### src/rtl/qbus_pkg.sv
// Shared types and widths for the QBUS register-target slice.
package qbus_pkg;

    localparam int IOPAGE_BITS = 13;
    localparam int DAL_W       = 22;
    localparam int DATA_W      = 16;

    typedef enum logic [2:0] {
        ST_IDLE     = 3'd0,
        ST_WAIT_CMD = 3'd1,
        ST_RD_FETCH = 3'd2,
        ST_RD_SETUP = 3'd3,
        ST_RD_RPLY  = 3'd4,
        ST_WR_LATCH = 3'd5,
        ST_WR_RPLY  = 3'd6,
        ST_WAIT_END = 3'd7
    } qbus_state_e;

endpackage

### src/rtl/qsync.sv
// Two-flop synchroniser for one asynchronous bus control line.
module qsync (
    input  logic clk,
    input  logic reset_n,
    input  logic d_i,
    output logic q_o
);

    logic meta_q;
    logic sync_q;

    always_ff @(posedge clk or negedge reset_n) begin
        if (!reset_n) begin
            meta_q <= 1'b0;
            sync_q <= 1'b0;
        end else begin
            meta_q <= d_i;
            sync_q <= meta_q;
        end
    end

    assign q_o = sync_q;

endmodule

### src/rtl/qbus_slave.sv
// QBUS target for a small window of 16-bit device registers in the I/O page.
// Handshake: the master's SYNC/DIN/DOUT level changes are answered by TRPLY; each bus edge is seen two clocks late.
module qbus_slave
    import qbus_pkg::*;
#(
    parameter logic [IOPAGE_BITS-1:0] BASE_ADDR  = 13'o17200,
    parameter int                     NREGS_LOG2 = 3,
    parameter int                     RPLY_DLY   = 2
) (
    input  logic                  clk,
    input  logic                  reset_n,
    input  logic [DAL_W-1:0]      DAL_in,
    output logic [DAL_W-1:0]      DAL_out,
    output logic                  DALtx,
    input  logic                  RSYNC,
    input  logic                  RDIN,
    input  logic                  RDOUT,
    input  logic                  RWTBT,
    input  logic                  RBS7,
    input  logic                  RINIT,
    output logic                  TRPLY,
    output logic [NREGS_LOG2-1:0] reg_sel,
    output logic                  reg_rd,
    input  logic [DATA_W-1:0]     reg_rdata,
    output logic                  reg_wr,
    output logic [1:0]            reg_be,
    output logic [DATA_W-1:0]     reg_wdata,
    output logic                  bus_init,
    output qbus_state_e           dbg_state_o
);

    localparam int CNT_W = 8;

    logic s_sync, s_din, s_dout, s_init;
    logic sync_rise;
    logic addr_match;
    logic unused_dal;

    qbus_state_e           state_q, state_d;
    logic                  trply_q, trply_d;
    logic                  daltx_q, daltx_d;
    logic [DATA_W-1:0]     dal_q, dal_d;
    logic                  rd_q, rd_d;
    logic                  wr_q, wr_d;
    logic [1:0]            be_q, be_d;
    logic [NREGS_LOG2-1:0] sel_q, sel_d;
    logic [DATA_W-1:0]     wdata_q, wdata_d;
    logic                  a0_q, a0_d;
    logic [CNT_W-1:0]      cnt_q, cnt_d;
    logic                  sync_prev_q;

    qsync u_sync_sync (.clk(clk), .reset_n(reset_n), .d_i(RSYNC), .q_o(s_sync));
    qsync u_sync_din  (.clk(clk), .reset_n(reset_n), .d_i(RDIN),  .q_o(s_din));
    qsync u_sync_dout (.clk(clk), .reset_n(reset_n), .d_i(RDOUT), .q_o(s_dout));
    qsync u_sync_init (.clk(clk), .reset_n(reset_n), .d_i(RINIT), .q_o(s_init));

    assign sync_rise  = s_sync & ~sync_prev_q;
    // High DAL bits carry no address information once BS7 selects the I/O page.
    assign addr_match = RBS7 && (DAL_in[IOPAGE_BITS-1:NREGS_LOG2+1] ==
                                 BASE_ADDR[IOPAGE_BITS-1:NREGS_LOG2+1]);
    assign unused_dal = ^DAL_in[DAL_W-1:DATA_W];

    always_comb begin
        state_d = state_q;
        trply_d = trply_q;
        daltx_d = daltx_q;
        dal_d   = dal_q;
        rd_d    = 1'b0;
        wr_d    = 1'b0;
        be_d    = be_q;
        sel_d   = sel_q;
        wdata_d = wdata_q;
        a0_d    = a0_q;
        cnt_d   = cnt_q;

        if (s_init) begin
            state_d = ST_IDLE;
            trply_d = 1'b0;
            daltx_d = 1'b0;
        end else begin
            case (state_q)
                ST_IDLE: begin
                    if (sync_rise) begin
                        if (addr_match) begin
                            sel_d   = DAL_in[NREGS_LOG2:1];
                            a0_d    = DAL_in[0];
                            state_d = ST_WAIT_CMD;
                        end else begin
                            state_d = ST_WAIT_END;
                        end
                    end
                end
                ST_WAIT_CMD: begin
                    if (s_din) begin
                        rd_d    = 1'b1;
                        state_d = ST_RD_FETCH;
                    end else if (s_dout) begin
                        state_d = ST_WR_LATCH;
                    end else if (!s_sync) begin
                        state_d = ST_IDLE;
                    end
                end
                ST_RD_FETCH: begin
                    dal_d   = reg_rdata;
                    daltx_d = 1'b1;
                    cnt_d   = CNT_W'(RPLY_DLY);
                    state_d = ST_RD_SETUP;
                end
                ST_RD_SETUP: begin
                    // Reply lands on the clock the counter reaches zero.
                    if (cnt_q <= 8'd1) begin
                        cnt_d   = '0;
                        trply_d = 1'b1;
                        state_d = ST_RD_RPLY;
                    end else begin
                        cnt_d = cnt_q - 8'd1;
                    end
                end
                ST_RD_RPLY: begin
                    if (!s_din) begin
                        trply_d = 1'b0;
                        daltx_d = 1'b0;
                        state_d = ST_WAIT_CMD;
                    end
                end
                ST_WR_LATCH: begin
                    wdata_d = DAL_in[DATA_W-1:0];
                    be_d    = RWTBT ? (a0_q ? 2'b10 : 2'b01) : 2'b11;
                    wr_d    = 1'b1;
                    trply_d = 1'b1;
                    state_d = ST_WR_RPLY;
                end
                ST_WR_RPLY: begin
                    if (!s_dout) begin
                        trply_d = 1'b0;
                        state_d = ST_WAIT_END;
                    end
                end
                ST_WAIT_END: begin
                    if (!s_sync) state_d = ST_IDLE;
                end
                default: state_d = ST_IDLE;
            endcase
        end
    end

    always_ff @(posedge clk or negedge reset_n) begin
        if (!reset_n) begin
            state_q     <= ST_IDLE;
            trply_q     <= 1'b0;
            daltx_q     <= 1'b0;
            dal_q       <= '0;
            rd_q        <= 1'b0;
            wr_q        <= 1'b0;
            be_q        <= '0;
            sel_q       <= '0;
            wdata_q     <= '0;
            a0_q        <= 1'b0;
            cnt_q       <= '0;
            sync_prev_q <= 1'b0;
        end else begin
            state_q     <= state_d;
            trply_q     <= trply_d;
            daltx_q     <= daltx_d;
            dal_q       <= dal_d;
            rd_q        <= rd_d;
            wr_q        <= wr_d;
            be_q        <= be_d;
            sel_q       <= sel_d;
            wdata_q     <= wdata_d;
            a0_q        <= a0_d;
            cnt_q       <= cnt_d;
            sync_prev_q <= s_sync;
        end
    end

    assign DAL_out     = {{(DAL_W-DATA_W){1'b0}}, dal_q};
    assign DALtx       = daltx_q;
    assign TRPLY       = trply_q;
    assign reg_sel     = sel_q;
    assign reg_rd      = rd_q;
    assign reg_wr      = wr_q;
    assign reg_be      = be_q;
    assign reg_wdata   = wdata_q;
    assign bus_init    = s_init;
    assign dbg_state_o = state_q;

endmodule

### config.mk
export PLATFORM = sky130hd
export DESIGN_NAME = qbus_slave
export DESIGN_NICKNAME = d
export VERILOG_FILES = /design/src/rtl/qbus_pkg.sv /design/src/rtl/qsync.sv /design/src/rtl/qbus_slave.sv
export SDC_FILE = /design/constraint.sdc
export NUM_CORES = 1
export LEC_CHECK = 0
export ABC_AREA = 1
export CORE_MARGIN = 2
export CORE_UTILIZATION = 48
export CTS_CLUSTER_DIAMETER = 50
export DETAILED_ROUTE_END_ITERATION = 10
export PLACE_DENSITY = 0.87
export REMOVE_ABC_BUFFERS = 1
export SYNTH_ARGS = -nofsm -noshare
export SYNTH_HDL_FRONTEND = slang
export SYNTH_SLANG_ARGS = --single-unit
### constraint.sdc
create_clock -name clk -period 2.1 [get_ports clk]
set_input_delay 0.525 -clock clk [delete_from_list [all_inputs] [get_ports clk]]
set_output_delay 0.525 -clock clk [all_outputs]
set_load 0.02 [all_outputs]
==> After elaboration in Yosys (flattened, before gate mapping) <==
Cells that the tools add are included.
{ "word_totals": {"reg_bits": 62, "input_bits": 46, "output_inout_bits": 51, "elab_cells": 75} }
{ "classes": {"n_addsub": 1, "n_lt_le_gt_ge": 1, "eq_ne": 12, "mux": 26, "bitwise": 3, "n_reduce_logical": 12} }
{ "ops": {"columns": ["op", "count"], "rows": [
  ["$mux 3", 9],
  ["$pmux 3 s8", 1],
  ["$pmux 8 s2", 1],
  ["$eq 3x3->1 const B", 4],
  ["$ne 3x2->1 const B", 4],
  ["$reduce_and 4->1", 3],
  ["$mux 1", 10],
  ["$eq 9x9->1 const B", 1],
  ["$le 8x1->1 const B", 1],
  ["$mux 8", 1],
  ["$reduce_and 2->1", 4],
  ["$sub 8x1->8 const B", 1],
  ["$eq 3x2->1 const B", 2],
  ["$reduce_bool 5->1", 1],
  ["$mux 2", 2],
  ["$pmux 1 s4", 1],
  ["$eq 3x1->1 const B", 1],
  ["$logic_not 3->1", 1],
  ["$reduce_bool 3->1", 1],
  ["$not 1->1", 2],
  ["$pmux 1 s2", 1],
  ["$reduce_bool 2->1", 1],
  ["$and 1x1->1", 1],
  ["$logic_and 1x1->1", 1]
]} }

==> Depth between registers and ports, before layout <==
Gate-level depths: netlist of run 1.
{ "logic_depth": {"ltp_word": 6, "ltp_mapped": 11, "mapped_depth_nobuf": 11} }

==> Hierarchy <==
From an unflattened synthesis of run 1, not the netlist that was laid out.
{ "unflattened": {"cells_unflattened": 265, "area_unflattened_um2": 2856.5} }
{ "modules_own_cells": {"columns": ["mod", "instances", "cells_per_inst", "area_per_inst_um2", "seq_area_each_um2"], "rows": [
  ["qbus_slave", 1, 257, 2656.3, 1351.3],
  ["qsync", 4, 2, 50.0, 50.0]
]} }

==> Least setup slack after synthesis of run 1 <==
OpenSTA, ideal clock, no wires.
{ "synth_path": {"kind": "flip-flop to flip-flop", "startpoint": "reg u_sync_init.sync_q (netlist: u_sync_init.q_o)", "endpoint": "reg dal_q[0]", "setup_ps": 125, "arrival_ps": 1388, "required_time_ps": 1975, "path_slack_ps": 587, "stages_incl_launch_ff": 7, "n_path_buf": 1, "synth_period_minus_slack_ps": 1513, "cell_sequence": "dfrtp_1 > inv_4 > nand3_4 > inv_6 > nand2_8 > buf_12 > mux2_4"} }
{ "synth_via": {"elab_chain_cells": 2} }
{ "synth_lines": {"columns": ["item", "line_no", "text"], "rows": [
  ["start: declaration", "qsync.sv:10", "logic sync_q;"],
  ["start signal: assignment", "qsync.sv:18", "sync_q <= meta_q;"],
  ["$not 1->1 (no line)", null, null],
  ["$reduce_and 2->1 (no line)", null, null],
  ["end signal: assignment", "qbus_slave.sv:165", "dal_q <= dal_d;"],
  ["end: declaration", "qbus_slave.sv:42", "logic [DATA_W-1:0] dal_q, dal_d;"]
]} }
Every way passes these cells.
A chain may end at the register's enable or synchronous reset.

==> Worst setup path after layout of run 1 <==
{ "layout_path": {"startpoint": "reg state_q[0] (netlist: dbg_state_o[0])", "endpoint": "out dbg_state_o[0]"} }
{ "layout_rtl": {"columns": ["item", "line_no", "text"], "rows": [
  ["start: declaration", "qbus_slave.sv:39", "qbus_state_e state_q, state_d;"],
  ["start signal: assignment", "qbus_slave.sv:162", "state_q <= state_d;"],
  ["end: declaration", "qbus_slave.sv:29", "output qbus_state_e dbg_state_o"]
]} }
No word-level cell between the ends.

==> impl_metrics.env, run 1 <==
export IMPL_grt_pass1_wl_um=10200
export IMPL_place_congestion=0.853
export IMPL_coreArea_um2=5540
export IMPL_synth_avg_cell_area_um2=9.71
export IMPL_wl_per_cell_um=13.7
export IMPL_fin_worst_skew_ns=0.00760
export IMPL_fin_tns_setup_ns=0
export IMPL_vias=2225
export IMPL_die_x_um=79.8
export IMPL_power_leakage_nw=1.87
export IMPL_placement_io_buffers=84
export IMPL_track_usage=0.210
export IMPL_path_cells="clkdlybuf4s50_1"
export IMPL_synth_area_leader_cell="dfrtp_1"
export IMPL_drv_cap=0
export IMPL_yosysSeqAreaShare=0.562
export IMPL_vdd_drop_max_mv=0.786
export IMPL_cp_slowest_stage_delay_ns=0.68
export IMPL_hold_violations=0
export IMPL_routed_wirelength_um=6200
export IMPL_yosys_top_cells_count="nand2_1 (74), dfrtp_1 (62), inv_1 (30), nor2_1 (22), nand3_1 (16)"
export IMPL_synthCells=284
export IMPL_post_route_period_util=0.958
export IMPL_syn_area_um2=2760
export IMPL_cp_slowest_cell="clkdlybuf4s50_1"
export IMPL_antenna_cells=0
export IMPL_synth_warnings=0
export IMPL_cts_buffers=9
export IMPL_multiInputGateArea_um2=992
export IMPL_drive_above_1_share=0.120
export IMPL_regArea_um2=1550
export IMPL_grt_pass1_vias=2252
export IMPL_crit_type="reg -> out"
export IMPL_antenna_left=0
export IMPL_crit_required_ns=1.57
export IMPL_clkLatencyLatePin_ns=0.34
export IMPL_async_reset_ff_frac=1.00
export IMPL_post_route_min_period_ns=2.01
export IMPL_startpoint="dbg_state_o[0]$_DFFE_PN0P_"
export IMPL_dieHeight_um=79.8
export IMPL_start_util=0.498
export IMPL_cts_tree="done"
export IMPL_synth_area_leaders="dfrtp_1 (56%), nand2_1 (10%), mux2_4 (5.4%), inv_1 (4.1%), nor2_1 (3.0%)"
export IMPL_drc=0
export IMPL_min_path_type="in -> async"
export IMPL_rr_startpoint="dbg_state_o[1]$_DFFE_PN0P_"
export IMPL_start_kind="flip-flop"
export IMPL_final_nets=425
export IMPL_grt_setup_unrepaired="no"
export IMPL_cp_top_family="buffers and inverters"
export IMPL_clk_pin_slew_ns=0.07
export IMPL_fillCellCount=408
export IMPL_cts_num_sinks=62
export IMPL_antenna_found_initial=0
export IMPL_cp_end_kind="output port"
export IMPL_status="finished, final reports clean"
export IMPL_yosysMostFrequentCell="nand2_1"
export IMPL_overflow=0
export IMPL_place_hpwl_um=4530
export IMPL_ys_ff_latch=62
export IMPL_root_buffer="clkbuf_8"
export IMPL_areaGrowthSynthToFinish_pct=39.8
export IMPL_synth_edf_count=0
export IMPL_path_buf_inv=1
export IMPL_worstPathArrival_ns=1.49
export IMPL_clockBufferDepth=2
export IMPL_report_final_slew_viol_count=0
export IMPL_power_density_nw_per_um2=1430
export IMPL_io_pins=97
export IMPL_hold_slack_ns=0.191
export IMPL_die_area_um2=6370
export IMPL_netlist_area_leader_share=0.562
export IMPL_htreeDepth=3
export IMPL_rows=27
export IMPL_timing_fmax_mhz=497
export IMPL_synth_ff_type="dfrtp_1"
export IMPL_drt_first_pass_iters=5
export IMPL_setup_violations=0
export IMPL_drt_iter0_drc=113
export IMPL_avgViaCountPerCell=4.90
export IMPL_grt_max_degree=63
export IMPL_yosysUniqueCellTypes=31
export IMPL_crit_fanout=6
logic make-up (layout without fill, tap and decap cells):
group           after synthesis  after routing  share of synthesized area
fa+ha+maj                     2              2                    0.00907
flops                        62             62                      0.562
compound gates               29             29                     0.0540
xor+xnor                      2              2                    0.00635
simple gates                126            126                      0.203
buf+inv                      46            139                     0.0848
mux                          16             16                     0.0789
other cells                   1              6                    0.00136
state kept, by name (all words and copies together), names as in the netlist, 2 cells and up:
signal / count
dal_q: 16
reg_wdata: 16
cnt_q: 8
dbg_state_o: 3
reg_sel: 3
reg_be: 2
where the power goes:
group / total [W] / switching [W] / internal (W) / leakage [nW]
Sequential: 0.00193 / 0.000283 / 0.00164 / 0.751
Combinational: 0.00252 / 0.00133 / 0.00120 / 1.02
Clock: 0.00105 / 0.000442 / 0.000607 / 0.106
Total: 0.00550 / 0.00205 / 0.00345 / 1.87
cell type report:
| cell class | instances | area share |
|---|---|---|
| clock buffers | 12 | 0.0402 |
| clock inverters | 4 | 0.0117 |
| inverters | 34 | 0.0350 |
| multi-input cells | 181 | 0.257 |
| flip-flops and latches | 62 | 0.403 |
| well taps | 72 | 0.0234 |
| repair buffers | 89 | 0.230 |
worst paths after layout:
path	to	slack (ns)	depth (start not counted)
worst min-delay path	a0_q$_DFFE_PN0P_	0.19	2
worst max-delay path	dbg_state_o[0]	0.09	1
min in group clk	u_sync_dout.q_o$_DFF_PN0_	0.35	0
worst min register to register	u_sync_dout.q_o$_DFF_PN0_	0.35	0
max in group asynchronous	dbg_state_o[2]$_DFFE_PN0P_	1.64	2
worst max register to register	dbg_state_o[0]$_DFFE_PN0P_	0.42	9
stage by stage:
stage               setup WS, ns   util  area, um2  instances  power [W]
floorplan                  0.492      -       2680        277    0.00331
global placement           0.207  0.660       3650        438    0.00435
detailed placement         0.201  0.660       3650        438    0.00445
CTS                       0.0811  0.696       3860        454    0.00553
global route              0.0667  0.696       3860        454    0.00583
finish                    0.0878  0.696       3860        454    0.00550
per-layer routing:
layer / routed length (um) / part of all wire / up-vias / global-route usage
met5: 0 / 0 / - / 0
met4: 130 / 0.021 / 0 / 0.0983
met3: 274 / 0.044 / 13 / 0.0486
met2: 3310 / 0.53 / 57 / 0.376
met1: 2490 / 0.40 / 1075 / 0.236
li1: - / - / 1080 / -
cell usage in the layout, fill, tap and decap left out, types with 6 or more instances in the layout:
master and count:
mux2_4 10, nand3_1 16, dfrtp_1 61, nor2_1 22, nand2_1 74, clkdlybuf4s50_1 83
mux2_2 6, conb_1 6, clkbuf_8 11, o21ai_0 12, a21oi_1 10, inv_1 30
worst reg2reg max path, delay by kind of cell, from the launching register on:
family,cells,cell delay [ns]
DFF,1,0.39
buffers and inverters,3,0.40
and+or+nand+nor,6,0.78
repair_timing:
item                       CTS  global route
setup endpoints to repair    1             0
hold buffers                 0             0
gates resized for setup      1             0
buffers inserted             0             0
No activity file was read; power rests on OpenSTA's default activity.
==> run 2, diff against run 1 <==
- CORE_MARGIN: 2 -> unset
- RECOVER_POWER: unset -> 50
==> run 2 against run 1 <==
- global-route usage rose by 1.4 points
- non-clock buffer count fell by 1
- die area fell by 4.9%
- combinational power fell by 3%
- clock power rose by 10%
- critical path type unchanged
- largest power group unchanged
- highest routed layer unchanged
==> impl_metrics.env, run 2 (synthesis gave the netlist of run 1 again) <==
export IMPL_track_usage=0.225
export IMPL_routed_wirelength_um=6040
export IMPL_place_hpwl_um=4400
export IMPL_drt_first_pass_iters=4
export IMPL_power_frac_clock=0.209
export IMPL_cp_top_family="buffers and inverters"
export IMPL_path_buf_inv=1
export IMPL_htreeDepth=3
export IMPL_grt_pass1_vias=2285
export IMPL_coreArea_um2=5510
export IMPL_worstHoldStart="u_sync_dout.meta_q$_DFF_PN0_"
export IMPL_vias=2207
export IMPL_hold_violations=0
export IMPL_p_sw_frac=0.365
export IMPL_min_path_type="reg -> reg"
export IMPL_dieHeight_um=77.8
export IMPL_layout_commonest_cell="clkdlybuf4s50_1"
export IMPL_postLayoutCellArea_um2=3850
export IMPL_r2r_setup_slack_ns=0.32
export IMPL_pre_cts_slack_ns=0.148
export IMPL_cts_buffers=9
export IMPL_avgViaCountPerCell=4.87
export IMPL_r2r_cells=6
export IMPL_grt_max_degree=63
export IMPL_clkLatencyLatePin_ns=0.34
export IMPL_cp_end_kind="output port"
export IMPL_fin_ws_ns=0.104
export IMPL_cts_num_sinks=62
export IMPL_placed_cell_area_um2=3650
export IMPL_post_route_min_period_ns=2.00
export IMPL_drt_iter0_drc=142
export IMPL_hold_slack_ns=0.350
export IMPL_fin_worst_skew_ns=0.00699
export IMPL_clockBufferDepth=2
export IMPL_p_switching_w=0.00202
export IMPL_max_slew_worst_pin_slew_ns=1.46
export IMPL_cts_tree="done"
export IMPL_grt_setup_unrepaired="no"
export IMPL_slew_headroom=0.0234
export IMPL_power_density_nw_per_um2=1440
export IMPL_antenna_found_initial=0
export IMPL_r2r_end="reg_be[0]$_DFFE_PN0P_"
export IMPL_hold_path_depth=0
export IMPL_vdd_drop_max_mv=0.880
export IMPL_start_util=0.501
export IMPL_clk_pin_slew_ns=0.07
export IMPL_seqPwrFrac=0.349
export IMPL_status="finished, final reports clean"
export IMPL_fillCellCount=400
export IMPL_grt_pass1_wl_um=10200
export IMPL_hold_buffers=0
export IMPL_p_int_w=0.00352
export IMPL_fin_tns_setup_ns=0
export IMPL_path_cells="clkdlybuf4s50_1"
export IMPL_power_leakage_nw=1.86
export IMPL_drc=0
export IMPL_wl_per_cell_um=13.3
export IMPL_root_buffer="clkbuf_8"
export IMPL_setup_violations=0
export IMPL_rr_startpoint="dbg_state_o[1]$_DFFE_PN0P_"
export IMPL_min_to="u_sync_dout.q_o$_DFF_PN0_"
export IMPL_io_pins=97
export IMPL_drive_above_1_share=0.115
export IMPL_timing_fmax_mhz=501
export IMPL_final_cell_mix="clkdlybuf4s50_1 (79), nand2_1 (74), dfrtp_1 (60)"
export IMPL_p_total_w=0.00554
export IMPL_drv_cap=0
export IMPL_die_x_um=77.8
export IMPL_areaGrowthSynthToFinish_pct=39.4
export IMPL_die_area_um2=6060
export IMPL_cp_slowest_stage_delay_ns=0.65
export IMPL_crit_fanout=9
export IMPL_antenna_left=0
export IMPL_antenna_cells=0
export IMPL_report_final_slew_viol_count=0
export IMPL_place_congestion=0.865
export IMPL_post_route_period_util=0.950
export IMPL_cts_setup_buffers=0
export IMPL_rows=27
export IMPL_overflow=0
export IMPL_final_nets=424
export IMPL_worstPathArrival_ns=1.47
export IMPL_start_kind="flip-flop"
export IMPL_crit_type="reg -> out"
export IMPL_crit_required_ns=1.57
export IMPL_comb_power_share=0.443
export IMPL_placement_io_buffers=84
export IMPL_cp_slowest_cell="clkdlybuf4s50_1"
-- run 2: final cells by class --
| class | count | area [um2] | share of cell area |
|---|---|---|---|
| inverter | 34 | 135 | 0.0351 |
| sequential | 62 | 1550 | 0.404 |
| timing repair buffer | 88 | 857 | 0.223 |
| tap | 72 | 90.1 | 0.0234 |
| clock buffer | 10 | 138 | 0.0358 |
| multi-input combinational | 181 | 987 | 0.257 |
| clock inverter | 6 | 85.1 | 0.0221 |
-- run 2: power by group through the flow --
stage	registers, W	logic [W]	clock network [W]
after global placement	0.00193	0.00239	0
after detailed placement	0.00195	0.00247	0
after CTS	0.00194	0.00248	0.00118
after global routing	0.00199	0.00266	0.00122
after floorplan	0.00238	0.000934	0
final	0.00193	0.00245	0.00116
-- run 2: stage by stage --
stage,util,cells
after floorplan,-,277
after CTS,0.703,453
after detailed placement,0.662,437
final,0.698,453
after global placement,0.662,437
after global routing,0.698,453
-- run 2: timing repair --
action,in CTS,in global routing
setup endpoints to repair,2,0
endpoints found under the hold margin,0,0
resized for setup,2,0
-- run 2: worst max path at each step --
stage,from,endpoint,cells past startpoint
after floorplan,dbg_state_o[1]$_DFFE_PN0P_,reg_wdata[2]$_DFFE_PN0P_,6
after global placement,DAL_in[12],reg_sel[0]$_DFFE_PN0P_,7
after detailed placement,DAL_in[7],reg_sel[2]$_DFFE_PN0P_,8
after CTS,dbg_state_o[0]$_DFFE_PN0P_,dbg_state_o[0],1
after global routing,dbg_state_o[1]$_DFFE_PN0P_,dbg_state_o[1],1
final,dbg_state_o[1]$_DFFE_PN0P_,dbg_state_o[1],1
-- run 2: layer usage --
layer  GRT usage  wire (um)  vias to the layer above
met4       0.147        191                        0
met1       0.252       2380                     1038
met5           0          0                        -
met2       0.384       3160                       74
li1            -          -                     1077
met3      0.0482        305                       18
==> run 3, diff against run 2 <==
- SLEW_MARGIN: unset -> 5
==> results of run 3 <==
Same layout as run 2: the final DEF is identical, and so are final timing and power.
